==> config.mk <==
export PLATFORM = sky130hd
export DESIGN_NAME = imm_gen_pipe_flat
export DESIGN_NICKNAME = d
export VERILOG_FILES = /design/src/rtl/imm_gen_pipe_pkg.sv /design/src/rtl/imm_gen_pipe_if.sv /design/src/rtl/imm_gen_pipe_imm_fmt_decode.sv /design/src/rtl/imm_gen_pipe.sv /design/src/flat_wrapper.sv
export SDC_FILE = /design/constraint.sdc
export NUM_CORES = 1
export LEC_CHECK = 0
export CORE_MARGIN = 5
export CORE_UTILIZATION = 53
export CTS_BUF_LIST = sky130_fd_sc_hd__clkbuf_8
export CTS_CLUSTER_DIAMETER = 30
export DETAILED_ROUTE_END_ITERATION = 10
export PLACE_DENSITY = 0.82
export SYNTH_ARGS = -nofsm -noshare
export SYNTH_HDL_FRONTEND = slang
export SYNTH_SLANG_ARGS = --single-unit
==> constraint.sdc <==
create_clock -name clk_i -period 2.7 [get_ports clk_i]
set_input_delay 0.675 -clock clk_i [delete_from_list [all_inputs] [get_ports clk_i]]
set_output_delay 0.675 -clock clk_i [all_outputs]
set_load 0.005 [all_outputs]
==> src/rtl/imm_gen_pipe_pkg.sv <==
// Shared definitions for the decode-stage immediate generator:
// format codes and the RV32I/RV64I base opcodes it recognises.
package imm_gen_pipe_pkg;

    typedef enum logic [2:0] {
        FMT_NONE = 3'd0,
        FMT_R    = 3'd1,
        FMT_I    = 3'd2,
        FMT_S    = 3'd3,
        FMT_B    = 3'd4,
        FMT_U    = 3'd5,
        FMT_J    = 3'd6
    } fmt_e;

    localparam logic [6:0] OPCODE_LOAD   = 7'b0000011;
    localparam logic [6:0] OPCODE_OP_IMM = 7'b0010011;
    localparam logic [6:0] OPCODE_AUIPC  = 7'b0010111;
    localparam logic [6:0] OPCODE_STORE  = 7'b0100011;
    localparam logic [6:0] OPCODE_OP     = 7'b0110011;
    localparam logic [6:0] OPCODE_LUI    = 7'b0110111;
    localparam logic [6:0] OPCODE_BRANCH = 7'b1100011;
    localparam logic [6:0] OPCODE_JALR   = 7'b1100111;
    localparam logic [6:0] OPCODE_JAL    = 7'b1101111;
    localparam logic [6:0] OPCODE_SYSTEM = 7'b1110011;

    localparam logic [2:0] F3_SLL = 3'b001;
    localparam logic [2:0] F3_SR  = 3'b101;

endpackage

==> src/rtl/imm_gen_pipe_if.sv <==
// Handshake bus of the immediate generator: instruction/tag in, decoded
// immediate/format out, plus the branch-redirect flush.
interface imm_gen_pipe_if #(
    parameter int XLEN  = 32,
    parameter int TAG_W = 32
);
    import imm_gen_pipe_pkg::*;

    logic             flush_i;
    logic             in_valid_i;
    logic             in_ready_o;
    logic [31:0]      inst_i;
    logic [TAG_W-1:0] tag_i;
    logic             out_valid_o;
    logic             out_ready_i;
    logic [XLEN-1:0]  imm_o;
    fmt_e             fmt_o;
    logic             illegal_o;
    logic [31:0]      inst_o;
    logic [TAG_W-1:0] tag_o;

    modport master (
        output flush_i, in_valid_i, inst_i, tag_i, out_ready_i,
        input  in_ready_o, out_valid_o, imm_o, fmt_o, illegal_o, inst_o, tag_o
    );

    modport slave (
        input  flush_i, in_valid_i, inst_i, tag_i, out_ready_i,
        output in_ready_o, out_valid_o, imm_o, fmt_o, illegal_o, inst_o, tag_o
    );

endinterface

==> src/rtl/imm_gen_pipe_imm_fmt_decode.sv <==
// Combinational RV32I/RV64I immediate decoder: inst -> {imm, fmt, illegal}.
// Illegal encodings always report imm = 0 and FMT_NONE.
module imm_fmt_decode
    import imm_gen_pipe_pkg::*;
#(
    parameter int XLEN = 32
) (
    input  logic [31:0]     inst,
    output logic [XLEN-1:0] imm,
    output fmt_e            fmt,
    output logic            illegal
);

    localparam logic IS64 = (XLEN == 64) ? 1'b1 : 1'b0;

    logic [6:0] opcode_s;
    logic [2:0] funct3_s;
    logic       is_shift_s;
    logic       shift_ok_s;

    assign opcode_s   = inst[6:0];
    assign funct3_s   = inst[14:12];
    assign is_shift_s = (funct3_s == F3_SLL) || (funct3_s == F3_SR);

    // Upper funct bits of a shift: zero, or the arithmetic-right pattern on SRAI only
    always_comb begin
        shift_ok_s = 1'b0;
        if (IS64) begin
            shift_ok_s = (inst[31:26] == 6'b000000) ||
                         ((inst[31:26] == 6'b010000) && (funct3_s == F3_SR));
        end else begin
            shift_ok_s = (inst[31:25] == 7'b0000000) ||
                         ((inst[31:25] == 7'b0100000) && (funct3_s == F3_SR));
        end
    end

    // Format selection and immediate assembly by opcode
    always_comb begin
        imm     = '0;
        fmt     = FMT_NONE;
        illegal = 1'b0;
        if (inst[1:0] != 2'b11) begin
            illegal = 1'b1;
        end else begin
            case (opcode_s)
                OPCODE_OP_IMM: begin
                    if (!is_shift_s) begin
                        imm = {{(XLEN-11){inst[31]}}, inst[30:20]};
                        fmt = FMT_I;
                    end else if (shift_ok_s) begin
                        imm = {{(XLEN-6){1'b0}}, inst[25] & IS64, inst[24:20]};
                        fmt = FMT_I;
                    end else begin
                        illegal = 1'b1;
                    end
                end
                OPCODE_LOAD, OPCODE_JALR, OPCODE_SYSTEM: begin
                    imm = {{(XLEN-11){inst[31]}}, inst[30:20]};
                    fmt = FMT_I;
                end
                OPCODE_STORE: begin
                    imm = {{(XLEN-11){inst[31]}}, inst[30:25], inst[11:7]};
                    fmt = FMT_S;
                end
                OPCODE_BRANCH: begin
                    imm = {{(XLEN-12){inst[31]}}, inst[7], inst[30:25], inst[11:8], 1'b0};
                    fmt = FMT_B;
                end
                OPCODE_LUI, OPCODE_AUIPC: begin
                    imm = {{(XLEN-31){inst[31]}}, inst[30:12], 12'h000};
                    fmt = FMT_U;
                end
                OPCODE_JAL: begin
                    imm = {{(XLEN-20){inst[31]}}, inst[19:12], inst[20], inst[30:21], 1'b0};
                    fmt = FMT_J;
                end
                OPCODE_OP: begin
                    fmt = FMT_R;
                end
                default: begin
                    illegal = 1'b1;
                end
            endcase
        end
    end

endmodule

==> src/rtl/imm_gen_pipe.sv <==
// Registered immediate generator with a one-entry skid buffer, so execute can
// stall without losing or reordering instructions; all outputs come from flops.
module imm_gen_pipe
    import imm_gen_pipe_pkg::*;
#(
    parameter int XLEN  = 32,
    parameter int TAG_W = 32
) (
    input  logic         clk_i,
    input  logic         rst_i,
    imm_gen_pipe_if.slave bus
);

    logic [XLEN-1:0]  dec_imm_s;
    fmt_e             dec_fmt_s;
    logic             dec_ill_s;

    logic             out_valid_r, skid_valid_r, in_ready_r;
    logic [XLEN-1:0]  out_imm_r, skid_imm_r;
    fmt_e             out_fmt_r, skid_fmt_r;
    logic             out_ill_r, skid_ill_r;
    logic [31:0]      out_inst_r, skid_inst_r;
    logic [TAG_W-1:0] out_tag_r, skid_tag_r;

    logic accept_s, consume_s;
    logic out_load_in_s, out_load_skid_s, skid_load_s;
    logic out_valid_nxt_s, skid_valid_nxt_s;

    imm_fmt_decode #(.XLEN(XLEN)) u_decode (
        .inst    (bus.inst_i),
        .imm     (dec_imm_s),
        .fmt     (dec_fmt_s),
        .illegal (dec_ill_s)
    );

    assign accept_s  = bus.in_valid_i & in_ready_r;
    assign consume_s = out_valid_r & bus.out_ready_i;

    // Slot steering: a free OUT slot drains SKID first to keep FIFO order
    always_comb begin
        out_load_in_s    = 1'b0;
        out_load_skid_s  = 1'b0;
        skid_load_s      = 1'b0;
        out_valid_nxt_s  = out_valid_r;
        skid_valid_nxt_s = skid_valid_r;
        if (!out_valid_r || consume_s) begin
            if (skid_valid_r) begin
                out_load_skid_s  = 1'b1;
                out_valid_nxt_s  = 1'b1;
                skid_load_s      = accept_s;
                skid_valid_nxt_s = accept_s;
            end else begin
                out_load_in_s    = accept_s;
                out_valid_nxt_s  = accept_s;
            end
        end else begin
            skid_load_s      = accept_s;
            skid_valid_nxt_s = skid_valid_r | accept_s;
        end
    end

    // Slot state and payload registers; flush only drops the valids
    always_ff @(posedge clk_i) begin
        if (rst_i) begin
            out_valid_r  <= 1'b0;
            skid_valid_r <= 1'b0;
            in_ready_r   <= 1'b1;
            out_imm_r    <= '0;
            out_fmt_r    <= FMT_NONE;
            out_ill_r    <= 1'b0;
            out_inst_r   <= 32'h0000_0000;
            out_tag_r    <= '0;
            skid_imm_r   <= '0;
            skid_fmt_r   <= FMT_NONE;
            skid_ill_r   <= 1'b0;
            skid_inst_r  <= 32'h0000_0000;
            skid_tag_r   <= '0;
        end else if (bus.flush_i) begin
            out_valid_r  <= 1'b0;
            skid_valid_r <= 1'b0;
            in_ready_r   <= 1'b1;
        end else begin
            out_valid_r  <= out_valid_nxt_s;
            skid_valid_r <= skid_valid_nxt_s;
            in_ready_r   <= ~skid_valid_nxt_s;
            if (out_load_skid_s) begin
                out_imm_r  <= skid_imm_r;
                out_fmt_r  <= skid_fmt_r;
                out_ill_r  <= skid_ill_r;
                out_inst_r <= skid_inst_r;
                out_tag_r  <= skid_tag_r;
            end else if (out_load_in_s) begin
                out_imm_r  <= dec_imm_s;
                out_fmt_r  <= dec_fmt_s;
                out_ill_r  <= dec_ill_s;
                out_inst_r <= bus.inst_i;
                out_tag_r  <= bus.tag_i;
            end
            if (skid_load_s) begin
                skid_imm_r  <= dec_imm_s;
                skid_fmt_r  <= dec_fmt_s;
                skid_ill_r  <= dec_ill_s;
                skid_inst_r <= bus.inst_i;
                skid_tag_r  <= bus.tag_i;
            end
        end
    end

    assign bus.in_ready_o  = in_ready_r;
    assign bus.out_valid_o = out_valid_r;
    assign bus.imm_o       = out_imm_r;
    assign bus.fmt_o       = out_fmt_r;
    assign bus.illegal_o   = out_ill_r;
    assign bus.inst_o      = out_inst_r;
    assign bus.tag_o       = out_tag_r;

endmodule

==> src/flat_wrapper.sv <==
// flat-port wrapper written by rule: the top's interface ports become plain ports
module imm_gen_pipe_flat import imm_gen_pipe_pkg::*;
#(
    parameter int XLEN  = 32,
    parameter int TAG_W = 32
)
  (clk_i, rst_i, bus_flush_i, bus_in_valid_i, bus_inst_i, bus_tag_i, bus_out_ready_i, bus_in_ready_o, bus_out_valid_o, bus_imm_o, bus_fmt_o, bus_illegal_o, bus_inst_o, bus_tag_o);
  imm_gen_pipe_if #(.XLEN(XLEN), .TAG_W(TAG_W)) bus_i ();
  input  logic clk_i;
  input  logic rst_i;
  input wire logic [$bits(bus_i.flush_i)-1:0] bus_flush_i;
  input wire logic [$bits(bus_i.in_valid_i)-1:0] bus_in_valid_i;
  input wire logic [$bits(bus_i.inst_i)-1:0] bus_inst_i;
  input wire logic [$bits(bus_i.tag_i)-1:0] bus_tag_i;
  input wire logic [$bits(bus_i.out_ready_i)-1:0] bus_out_ready_i;
  output wire logic [$bits(bus_i.in_ready_o)-1:0] bus_in_ready_o;
  output wire logic [$bits(bus_i.out_valid_o)-1:0] bus_out_valid_o;
  output wire logic [$bits(bus_i.imm_o)-1:0] bus_imm_o;
  output wire logic [$bits(bus_i.fmt_o)-1:0] bus_fmt_o;
  output wire logic [$bits(bus_i.illegal_o)-1:0] bus_illegal_o;
  output wire logic [$bits(bus_i.inst_o)-1:0] bus_inst_o;
  output wire logic [$bits(bus_i.tag_o)-1:0] bus_tag_o;
  assign bus_i.flush_i = bus_flush_i;
  assign bus_i.in_valid_i = bus_in_valid_i;
  assign bus_i.inst_i = bus_inst_i;
  assign bus_i.tag_i = bus_tag_i;
  assign bus_i.out_ready_i = bus_out_ready_i;
  assign bus_in_ready_o = bus_i.in_ready_o;
  assign bus_out_valid_o = bus_i.out_valid_o;
  assign bus_imm_o = bus_i.imm_o;
  assign bus_fmt_o = bus_i.fmt_o;
  assign bus_illegal_o = bus_i.illegal_o;
  assign bus_inst_o = bus_i.inst_o;
  assign bus_tag_o = bus_i.tag_o;
  imm_gen_pipe #(.XLEN(XLEN), .TAG_W(TAG_W)) u_core (.clk_i(clk_i), .rst_i(rst_i), .bus(bus_i));
endmodule
# Yosys cells after proc, flatten, opt, wreduce, memory -nomap -nowiden
# Cells that the tools add are included.
word_totals:
  latch_bits: 0
  register_bits: 203
  romBits: 0
  output_inout_bits: 102
  mem_bits_rw: 0
  in_bits: 69
  memories: 0
op_classes:
  n_mux: 30
  n_reduce_logical: 13
  shift: 0
  div: 0
  n_addsub: 0
  multipliers: 0
  n_lt_le_gt_ge: 0
  eq_ne: 14
  bitwise_logic: 5
op_table:
  columns: ["cell", "count"]
  rows:
  - ["2-to-1 mux 32 bit", 8]
  - ["one-hot mux 32 bit (6 select lines)", 1]
  - ["equality test 7 x 6 -> 1 bit (second input constant)", 4]
  - ["equality test 7 bit (second input constant)", 4]
  - ["one-hot mux 3 bit (7 select lines)", 1]
  - ["equality test 7 x 5 -> 1 bit (second input constant)", 2]
  - ["2-to-1 mux 1 bit", 13]
  - ["2-to-1 mux 3 bit", 3]
  - ["OR reduction 9 bit", 1]
  - ["equality test 7 x 2 -> 1 bit (second input constant)", 1]
  - ["zero test 7 bit", 1]
  - ["2-to-1 mux 5 bit", 1]
  - ["2-to-1 mux 2 bit", 2]
  - ["AND reduction 2 bit", 2]
  - ["OR reduction 2 bit", 2]
  - ["equality test 3 x 1 -> 1 bit (second input constant)", 1]
  - ["equality test 3 bit (second input constant)", 1]
  - ["logical OR 1 bit", 3]
  - ["OR reduction 3 bit", 1]
  - ["bitwise AND 1 bit", 2]
  - ["inequality test 2 bit (second input constant)", 1]
  - ["inverter 1 bit", 2]
  - ["one-hot mux 1 bit (2 select lines)", 1]
  - ["nonzero test 2 bit", 1]
  - ["other kinds (3)", 3]

# Depth between registers and ports, before layout
depth:
  word_depth: 9
  mapped_depth: 8
  ltp_nobuf: 5

# By module
# From an unflattened synthesis, not the netlist that was laid out.
hier_totals:
  hier_cells: 1126
  hier_area_um2: 10378.7
by_module_without_submodules:
  columns: ["mod", "cells_each", "seq_area_each_um2", "area_each_um2", "instances"]
  rows:
  - ["imm_gen_pipe", 1015, 4063.9, 9675.5, 1]
  - ["imm_fmt_decode", 111, 0.0, 703.2, 1]

# Worst setup path before layout
# OpenSTA, ideal clock, no wires.
synth_timing:
  path_kind: "input -> register"
  start: "input bus_inst_i[6]"
  end: "register u_core.skid_fmt_r[1]"
  t_arrival_ns: 2.087
  path_stages: 6
  t_required_ns: 2.612
  setup_ns: 0.088
  slack_ns: 0.525
  path_cell_list: "buf_2 -> or4b_1 -> nor4b_4 -> a21oi_2 -> and2_4 -> a311oi_2"
synth_between:
  elab_chain_len: 4
  word_cells_on_any_way: 14
  cone_classes: "10 x eq/ne; 2 x mux; 2 x reduce/logical"
synth_lines:
  columns: ["item", "line_no", "text"]
  rows:
  - ["start: declaration", "flat_wrapper.sv:13", "input wire logic [$bits(bus_i.inst_i)-1:0] bus_inst_i;"]
  - ["equality test 7 x 2 -> 1 bit (tied with other cells)", "imm_gen_pipe_imm_fmt_decode.sv:45", "case (opcode_s)"]
  - ["OR reduction 3 bit / OR reduction 2 bit (equally long branches)", "imm_gen_pipe_imm_fmt_decode.sv:45", null]
  - ["one-hot mux 3 bit (7 select lines) *", "imm_gen_pipe_imm_fmt_decode.sv:45", null]
  - ["2-to-1 mux 3 bit *", "imm_gen_pipe_imm_fmt_decode.sv:42", "if (inst[1:0] != 2'b11) begin"]
  - ["end signal: assignment", "imm_gen_pipe.sv:101", "skid_fmt_r <= dec_fmt_s;"]
  - ["end: declaration", "imm_gen_pipe.sv:20", "fmt_e out_fmt_r, skid_fmt_r;"]
# Mark *: on every way between the ends. The rest lies on a longest branch, timed or not.
# A chain may end at the register's enable or synchronous reset.

# Worst setup path after layout
layout_timing:
  start: "input bus_inst_i[4]"
  end: "register u_core.skid_imm_r[16]"
layout_between:
  elab_chain_len: 4
  word_cells_on_any_way: 13
  cone_classes: "9 x eq/ne; 2 x mux; 2 x reduce/logical"
layout_lines:
  columns: ["item", "line_no", "text"]
  rows:
  - ["equality test 7 x 2 -> 1 bit (tied with other cells)", "imm_gen_pipe_imm_fmt_decode.sv:45", null]
  - ["OR reduction 3 bit / OR reduction 2 bit (equally long branches)", "imm_gen_pipe_imm_fmt_decode.sv:45", null]
  - ["one-hot mux 32 bit (6 select lines) *", "imm_gen_pipe_imm_fmt_decode.sv:45", null]
  - ["2-to-1 mux 32 bit *", "imm_gen_pipe_imm_fmt_decode.sv:42", null]
  - ["end signal: assignment", "imm_gen_pipe.sv:100", "skid_imm_r <= dec_imm_s;"]
  - ["end: declaration", "imm_gen_pipe.sv:19", "logic [XLEN-1:0] out_imm_r, skid_imm_r;"]
# Marks and branches as above.

==> flow_metrics.tcl <==
set metrics [dict create \
    outcome "finished, final reports clean" \
    postRouteWirelength_um 25290 \
    power_density_nw_per_um2 617.1 \
    synth.area.top_cells "dfxtp_1 49%, nand2_1 8.2%, a221oi_1 6.7%" \
    startpoint_type "primary input" \
    rsz0062_at_grt "false" \
    cts-root-buf "clkbuf_8" \
    cp.required_ns 3.14 \
    place_congestion 0.8543 \
    yosys.area_share.simple_pct 23.23 \
    crit_path_max_incr_delay_ns 0.77 \
    antenna_found_initial 1 \
    die_w_um 135.6 \
    overflow 0 \
    yosys_warnings 0 \
    yosysSeqAreaShare_pct 48.59 \
    drv_slew 0 \
    synth_area_leader_cell "dfxtp_1" \
    dpl_cell_area_um2 10590 \
    maxCapViolCount 0 \
    synth.area.mux_share_pct 0.2543 \
    switching_share_pct 24.49 \
    seq_power_share_pct 44.5 \
    vias 8322 \
    pwr-share-comb_pct 10.4 \
    path_class "primary input to flip-flop" \
    synth_compound_area_share_pct 22.92 \
    postCtsHoldBufs 0 \
    drc_errors 0 \
    synthArstFlopShare_pct 0 \
    numCtsBuffers 39 \
    worstPathMaxFanout 9 \
    tightest_slew_ns 1.220 \
    dieArea_um2 18390 \
    slew_headroom_pct 18.08 \
    clk_latency_ns 0.54 \
    htree_levels 2 \
    grt_max_degree 111 \
    synth_top_family_by_area "simple AND/OR/NAND/NOR gates" \
    syn_area_um2 8364 \
    ys_types 58 \
    final_layout_size_suffix_gt1_share_pct 11.84 \
    track_usage_pct 26.71 \
    initial_core_util_pct 53.43 \
    portBuffers 170 \
    crit_slowest_cell "nor4_2" \
    cts_tree "yes" \
    dpl.cell_count 1382 \
    grt_first_pass_wirelength_um 40180 \
    stdcell_area_um2 11430 \
    hold_viol 0 \
    diodes 0 \
    drtIter0Drc 585 \
    p_leak_uw 0.004033 \
    end_kind "flip-flop" \
    synth_top_area_share_pct 48.59 \
    hp-class "flip-flop to flip-flop" \
    finalWorstSetupSlack_ns 0.2550 \
    internal_power_uw 5324 \
    synthAdderAreaFrac_pct 0.1197 \
    fill_cells 1198 \
    stdcell_count 1449 \
    synth_nets 1093 \
    arrival_ns 2.89 \
    p_sw_uw 1727 \
    synthFlopType "dfxtp_1" \
    fp-row-count 46 \
    wl_per_cell_um 17.46 \
    pre_cts_slack_ns -0.3132 \
    cts.sinks 203 \
    path_clk_slew_ns 0.05 \
    fmax_ghz 0.4090 \
    dp_hpwl_um 16450 \
    areaGrowthSynthToFinish_pct 36.60 \
    drtPass1Iterations 5 \
    cts.path.max_buffers 3 \
    io_pins 171 \
    nNetsFinal 1276 \
    post_cts_buffers 0 \
    fin_crit_sh_pct 90.55 \
    worstPathCellList "clkdlybuf4s50_1 -> buf_4 -> nand2_1 -> o22ai_1 -> nor4_2 -> nor2_2 -> a211oi_1" \
    finalSetupViolations 0 \
    worst_clock_skew_ns 0.02436 \
    syn_avg_cell_area_um2 8.168 \
    grt_pass1_vias 7830 \
    synth-seq-cells 203 \
    ant_nets 0 \
    fp.dieH_um 135.6 \
    synth_xor_area_share_pct 0 \
    core_um2 15660 \
    synth_cells 1024 \
    peakVddDrop_mv 0.4346 \
    power_frac_clock_pct 45.2 \
    synth-edff-count 0 \
    cts_resized 0 \
    vias_per_cell 5.743 \
    period_needed_ns 2.445 \
]
[synth_stat cells (2+ instances only)]
master    number
nand3b_1       8
or4b_1         2
inv_1          7
o21bai_1       3
nand3_1       15
a21boi_0       5
o21ai_1        2
nand2_1      183
o21a_1         4
o32ai_1        6
a21o_1        13
and2_1         3
nor4_2         2
a221oi_1      64
nor2_1       105
o22ai_1        8
dfxtp_1      203
clkbuf_1      68
o31ai_1        2
buf_2         24
nand2b_1      14
o21ai_0       41
a21oi_1       94
a41o_1         4
nor3b_1        9
nor3_1        74
a211oi_1      26
nor2b_1        5
[layout by cell type, fill, tap and decap left out, types with 2 or more instances in the layout]
master | synthesis | routed
dfxtp_1 | 203 | 203
nand2_1 | 183 | 183
clkdlybuf4s50_1 | 0 | 169
nor2_1 | 105 | 104
a21oi_1 | 94 | 94
nor3_1 | 74 | 73
a221oi_1 | 64 | 64
buf_4 | 0 | 57
clkbuf_8 | 0 | 46
o21ai_0 | 41 | 41
a211oi_1 | 26 | 25
nand3_1 | 15 | 15
nand2b_1 | 14 | 14
a21o_1 | 13 | 13
inv_1 | 7 | 12
nor3b_1 | 9 | 9
nand3b_1 | 8 | 8
o22ai_1 | 8 | 8
buf_12 | 0 | 8
o32ai_1 | 6 | 6
clkinvlp_4 | 0 | 6
nor2b_1 | 5 | 5
a21boi_0 | 5 | 5
o21a_1 | 4 | 4
a41o_1 | 4 | 4
clkinv_2 | 0 | 4
and2_1 | 3 | 3
o21bai_1 | 3 | 3
bufinv_16 | 0 | 3
or4b_1 | 2 | 2
o31ai_1 | 2 | 2
clkinv_4 | 0 | 2
[power groups by stage]
| stage | registers [uW] | clock network [uW] | logic, uW |
|---|---|---|---|
| 2_1_floorplan | 3200 | 0 | 294 |
| 3_3_place_gp | 3190 | 0 | 716 |
| 3_5_place_dp | 3200 | 0 | 724 |
| 4_1_cts | 3130 | 3220 | 730 |
| 5_1_grt | 3140 | 3360 | 789 |
| 6_report | 3130 | 3190 | 731 |
[area by class of cell]
type	instances	area, um^2	share of cell area (%)
sequential	203	4064	35.57
inverter	8	30.03	0.2628
tap	216	270.3	2.365
timing repair buffer	235	2291	20.05
multi-input combinational	720	3938	34.46
clock inverter	21	200.2	1.752
clock buffer	46	633.1	5.541
[path summary, 6_finish.rpt]
path	from	endpoint	slack, ns	depth (start not counted)
setup / recovery	bus_inst_i[4]	u_core.skid_imm_r[16]$_SDFFE_PP0P_	0.26	7
hold / removal	u_core.bus.fmt_o[0]$_SDFFE_PP0P_	u_core.bus.fmt_o[0]$_SDFFE_PP0P_	0.45	2
setup reg to reg	u_core.skid_valid_r$_SDFF_PP0_	u_core.bus.imm_o[9]$_SDFFE_PP0P_	0.29	4
hold reg to reg	u_core.bus.fmt_o[0]$_SDFFE_PP0P_	u_core.bus.fmt_o[0]$_SDFFE_PP0P_	0.45	2
[sequential cells by signal (all words and copies together), names as in the netlist]
signal,flops
u_core.bus.imm_o,32
u_core.bus.inst_o,32
u_core.bus.tag_o,32
u_core.skid_imm_r,32
u_core.skid_inst_r,32
u_core.skid_tag_r,32
u_core.bus.fmt_o,3
u_core.skid_fmt_r,3
u_core.bus.illegal_o,1
u_core.bus.in_ready_o,1
u_core.bus.out_valid_o,1
u_core.skid_ill_r,1
u_core.skid_valid_r,1
[logic make-up (layout without fill, tap and decap cells)]
logic type,count (synthesis),count (layout)
adder cells (fa/ha/maj),1,1
multiplexers,2,2
AO/OA/AOI/OAI,286,286
flip-flops,203,203
AND/OR/NAND/NOR,431,431
buffers and inverters,101,310
[metal layers]
metal | wire length (um) | global-route usage, %
met2 | 11880 | 43.36
met5 | 7 | 0
met1 | 10600 | 35.65
met3 | 2283 | 6.538
met4 | 533 | 7.447
[metrics by stage]
| step | hold WS [ns] | utilization (%) | setup TNS (ns) | total power, uW |
|---|---|---|---|---|
| 2_1_floorplan | 0.4361 | - | 0 | 3493 |
| 4_1_cts | 0.4521 | 72.99 | 0 | 7088 |
| 3_3_place_gp | 0.4331 | 67.66 | -5.333 | 3911 |
| 6_report | 0.4500 | 72.99 | 0 | 7051 |
| 3_5_place_dp | 0.4418 | 67.66 | -5.855 | 3922 |
| 5_1_grt | 0.4672 | 72.99 | 0 | 7297 |
[worst max-delay path, delay by kind of cell]
family / cells / cell delay (ns)
AOI/OAI and AO/OA: 2 / 0.36
buffers and inverters: 2 / 0.82
and+or+nand+nor: 3 / 1.04
Note: power is estimated with default switching activity, not from simulation.
